### src/rtl/mat_tx_streamer.sv
// mat_tx_streamer: streams a ROWS x COLS result matrix byte-wise to a UART transmitter; TX_CHECKSUM_EN appends an XOR checksum byte
module mat_tx_streamer #(
    parameter int ROWS      = 2,
    parameter int COLS      = 2,
    parameter int DATA_W    = 16,
    parameter int ADDR_W    = 8,
    parameter int BASE_ADDR = 0,
    parameter int MSB_FIRST = 1
) (
    input  logic              clk,
    input  logic              rst,
    input  logic              start,
    input  logic              abort,
    output logic              mem_rd_en,
    output logic [ADDR_W-1:0] mem_rd_addr,
    input  logic [DATA_W-1:0] mem_rd_data,
    output logic              tx_start,
    output logic [7:0]        tx_byte,
    input  logic              tx_busy,
    output logic              busy,
    output logic              done,
    output logic              aborted
);
    localparam int NB = DATA_W / 8;
    localparam int NE = ROWS * COLS;
    localparam int BW = NB > 1 ? $clog2(NB) : 1;
    localparam int IW = NE > 1 ? $clog2(NE) : 1;

    typedef enum logic [3:0] {
        IDLE, RD_REQ, RD_WAIT, LOAD, SEND, WAIT_ACK, WAIT_DONE, NEXT,
`ifdef TX_CHECKSUM_EN
        CSUM,
`endif
        FIN
    } state_t;

    state_t state, nxt;
    logic [IW-1:0] idx;
    logic [BW-1:0] bcnt;
    logic [DATA_W-1:0] shreg;
    logic last_byte, last_elem;
`ifdef TX_CHECKSUM_EN
    logic [7:0] acc;
    logic in_csum;
`endif

    function automatic logic [7:0] pick(input logic [DATA_W-1:0] d, input logic [BW-1:0] k);
        return MSB_FIRST != 0 ? d[DATA_W-1-8*int'(k) -: 8] : d[8*int'(k) +: 8];
    endfunction

    assign last_byte = int'(bcnt) == NB - 1;
    assign last_elem = int'(idx) == NE - 1;

    always_ff @(posedge clk) begin
        if (rst) state <= IDLE;
        else state <= nxt;
    end

    always_comb begin
        nxt = state;
        case (state)
            IDLE:      nxt = start ? RD_REQ : IDLE;
            RD_REQ:    nxt = RD_WAIT;
            RD_WAIT:   nxt = LOAD;
            LOAD:      nxt = SEND;
            SEND:      nxt = tx_busy ? SEND : WAIT_ACK;
            WAIT_ACK:  nxt = tx_busy ? WAIT_DONE : WAIT_ACK;
            WAIT_DONE: nxt = tx_busy ? WAIT_DONE : NEXT;
`ifdef TX_CHECKSUM_EN
            NEXT:      nxt = (abort || in_csum) ? FIN : !last_byte ? SEND : !last_elem ? RD_REQ : CSUM;
            CSUM:      nxt = SEND;
`else
            NEXT:      nxt = abort ? FIN : !last_byte ? SEND : !last_elem ? RD_REQ : FIN;
`endif
            FIN:       nxt = IDLE;
            default:   nxt = IDLE;
        endcase
    end

    always_comb begin
        mem_rd_en   = state == RD_REQ;
        mem_rd_addr = ADDR_W'(BASE_ADDR) + ADDR_W'(idx);
        tx_start    = state == SEND && !tx_busy;
        busy        = state != IDLE;
        done        = state == FIN;
    end

    // tx_byte is preselected on the way into SEND so it is stable for the whole handshake
    always_ff @(posedge clk) begin
        if (rst) begin
            idx     <= '0;
            bcnt    <= '0;
            shreg   <= '0;
            tx_byte <= '0;
            aborted <= 1'b0;
`ifdef TX_CHECKSUM_EN
            acc     <= '0;
            in_csum <= 1'b0;
`endif
        end else begin
            case (state)
                IDLE: if (start) begin
                    idx     <= '0;
                    aborted <= 1'b0;
`ifdef TX_CHECKSUM_EN
                    acc     <= '0;
                    in_csum <= 1'b0;
`endif
                end
                LOAD: begin
                    shreg   <= mem_rd_data;
                    bcnt    <= '0;
                    tx_byte <= pick(mem_rd_data, '0);
                end
`ifdef TX_CHECKSUM_EN
                SEND: if (!tx_busy && !in_csum) acc <= acc ^ tx_byte;
                CSUM: begin
                    tx_byte <= acc;
                    in_csum <= 1'b1;
                end
`endif
                NEXT: begin
                    if (abort) aborted <= 1'b1;
`ifdef TX_CHECKSUM_EN
                    else if (in_csum) aborted <= 1'b0;
`endif
                    else if (!last_byte) begin
                        bcnt    <= bcnt + BW'(1);
                        tx_byte <= pick(shreg, bcnt + BW'(1));
                    end else if (!last_elem) idx <= idx + IW'(1);
                end
                default: ;
            endcase
        end
    end
endmodule

### config.mk
export PLATFORM = sky130hd
export DESIGN_NAME = mat_tx_streamer
export DESIGN_NICKNAME = d
export VERILOG_FILES = /design/src/rtl/mat_tx_streamer.sv
export SDC_FILE = /design/constraint.sdc
export NUM_CORES = 1
export LEC_CHECK = 0
export ABC_AREA = 1
export CAP_MARGIN = 20
export CORE_ASPECT_RATIO = 0.9
export CORE_MARGIN = 2
export CORE_UTILIZATION = 42
export DETAILED_ROUTE_END_ITERATION = 8
export GPL_TIMING_DRIVEN = 0
export HOLD_SLACK_MARGIN = 0.03
export PLACE_DENSITY_LB_ADDON = 0.08
export SYNTH_ARGS = -nofsm -noshare
export SYNTH_HDL_FRONTEND = slang
export SYNTH_SLANG_ARGS = --single-unit
export TNS_END_PERCENT = 30
### constraint.sdc
create_clock -name clk -period 1.2 [get_ports clk]
set_input_delay 0.18 -clock clk [delete_from_list [all_inputs] [get_ports clk]]
set_output_delay 0.18 -clock clk [all_outputs]
set_load 0.03 [all_outputs]
==> results.md <==
* # DRC at 0
* Highest clock rate at 708.3 MHz
* Sequential area share after synthesis at 0.4242
* Vias in the first global route at 1,254
* First-pass GRT wire length at 5885 um
* Mapped Area at 1510 um2
* Synth-to-layout area growth at 49.79%
* Crit path max-delay cell type: dfxtp_4
* Pin count of the biggest net entering global routing at 11
* Comb power frac at 0.210
* Die Y at 60.89 um
* Placer Congestion at 0.7591
* Library cells used by synthesis at 24
* Top_reg_cell synth: dfxtp_1
* Number of DRC markers in iteration 0 at 91
* Hold Crit Class: in2reg
* Starting Density at 0.4437
* Total grt overflow at 0
* Sink Count at 32
* Fin cells at 324
* Clock power share at 0.337
* ANT nets after route at 0
* RSZ-0062 raised after global routing: true
* Pre-CTS setup slack at -0.5149 ns
* Filler instances at 302
* Failing checks: negative setup slack
* Nets at 301
* Final setup viols at 19
* Synth warn at 0
* Fin. max-slew vios at 0
* Area of the die at 4092 um2
* Core Area at 3403 um2
* Hold Buf Count CTS at 0
* Placed cells at 309
* Crit-path cells: inv_1, or2_1, nor3_2, buf_4
* Maximum level of the CTS H-tree at 2
* Pre-antenna DRT Iters at 4
* Tot Pwr at 2.529 mW
* Sw Ratio at 0.2837
* Antenna violations before repair at 0
* Layout cells sized above 1 at 0.2500
* Crit. End Element: primary output
* Internal power component at 1.812 mW
* Syn Area/Cell at 6.712 um2
* VDD IR-drop max at 0.0006847 V
* TritonCTS buffer count at 5
* Root Buffer: clkbuf_8
* Die Width at 67.21 um
* Pwr dens at 1118 nW/um2
* Critical-path maximum fanout at 3
* Leading cell type in the layout, fill and taps excluded: nand2_1
* Max-capacitance violation count at 0
* Post-synth EDFFs at 0
* Status: complete, but fails checks
* WL per Instance at 12.37 um
* Leak Pwr at 1.005 nW
* Synth Instances at 225
* Yosys reg bits at 32
* Crit path kind: reg2out
* Post-layout util at 0.6647
* Num rows at 20
* CTS Buffer Depth at 2
* # IOs at 42
* Final setup margin at -0.2118 ns
* Clk_skew at 0.002967 ns
* Vias at 1,533
* Seq pwr share at 0.453
* Post-synth ARST share at 0
* Dpl hpwl at 2528 um
* Ant diodes at 0
* Clock transition at the registers of the reported paths at 0.06 ns
* Most frequent cells in the layout: 44 x nand2_1, 37 x nor2_1, 28 x dfxtp_1
* WL final at 4008 um
* Final Cycle Share at 1.176
* CP Data Required Time at 1.02 ns
* Net Sw Power at 717.5 uW
* CP startpoint kind: flop
* Crit path DAT at 1.23 ns
* Max incr delay on CP at 0.36 ns
* Crit path time final at 1.412 ns
* CTS tree: done
* Vias per cell at 4.731
* Fin. Hold Viols at 0
* Number of buffers added on ports at 35
* Clk_lat worst skew at 0.28 ns
* Gr usage total at 0.1989
## final timing paths
kind | slack, ns | cells after the start | start | endpoint
worst min register to register | 0.45 | 2 | shreg[2] | shreg[2]
worst max-delay path | -0.21 | 4 | state[0] | mem_rd_en
worst min-delay path | 0.17 | 2 | rst | state[2]
worst max register to register | -0.13 | 8 | state[0] | tx_byte[2]
## through the flow
stage               area [um2]  hold WS, ns  setup TNS [ns]
floorplan                 1534       0.2491         -0.5631
global placement          1939       0.4414          -9.645
detailed placement        1939       0.4449          -10.05
CTS                       2131       0.4541         -0.8047
global route              2262       0.1926          -3.326
finish                    2262       0.1657          -1.802
## logic make-up after synthesis
| group | Yosys count | synth area share |
|---|---|---|
| other | 1 | 0.002483 |
| adder cells (fa/ha/maj) | 1 | 0.008284 |
| AND/OR/NAND/NOR | 109 | 0.2966 |
| buffers and inverters | 35 | 0.1085 |
| flip-flops | 32 | 0.4242 |
| AO/OA/AOI/OAI | 47 | 0.1599 |
## registers in the layout (all words and copies together) (netlist names)
register  cells
aborted       1
tx_byte       8
state         4
bcnt          1
shreg        16
idx           2
## layer usage
metal | GRT usage | vias to the layer above | routed length, um
li1 | - | 812 | -
met1 | 0.2754 | 671 | 1916
met2 | 0.2871 | 44 | 1718
met3 | 0.06494 | 6 | 310
met4 | 0.07872 | 0 | 62
met5 | 0 | - | 0
## Yosys cell counts (2+ instances only)
cell type	n	area (um2)
nand2_2	4	25.02
buf_4	7	52.55
nor2_1	43	161.4
nor3_1	4	20.02
nand3_1	6	30.03
inv_1	15	56.30
nand2_1	48	180.2
o21ai_0	27	135.1
o21ai_1	5	25.02
buf_2	4	20.02
clkbuf_1	2	7.510
inv_2	6	22.52
a21oi_1	12	60.06
dfxtp_1	32	640.6
## area by class of cell
cell class / instances / area (um2) / area share
tap: 44 / 55.05 / 0.02434
clock buffer: 8 / 90.09 / 0.03982
inverter: 21 / 91.34 / 0.04038
timing repair buffer: 41 / 397.9 / 0.1759
multi-input combinational: 164 / 853.3 / 0.3772
buffer: 14 / 121.4 / 0.05365
sequential: 32 / 653.1 / 0.2887
## power by group through the flow
| stage | combinational (mW) | clock (mW) | sequential [mW] |
|---|---|---|---|
| final | 0.531 | 0.851 | 1.15 |
| after detailed placement | 0.450 | 0 | 1.17 |
| after global placement | 0.450 | 0 | 1.17 |
| after floorplan | 0.237 | 0 | 1.20 |
| after CTS | 0.485 | 0.871 | 1.15 |
| after global routing | 0.574 | 0.924 | 1.15 |
## repair_timing
action / CTS / global route
hold endpoints to repair: 0 / 0
setup endpoints to repair: 40 / 38
resized for setup: 73 / 45
pin swaps: 5 / 5
buffers inserted: 4 / 1
gates cloned: 0 / 2
## critical path, delay by kind of cell, from the launching register on
family	cells	cell delay, ns
buffers and inverters	2	0.24
flip-flops	1	0.36
AND/OR/NAND/NOR	2	0.34
No activity file was read; power rests on OpenSTA's default activity.
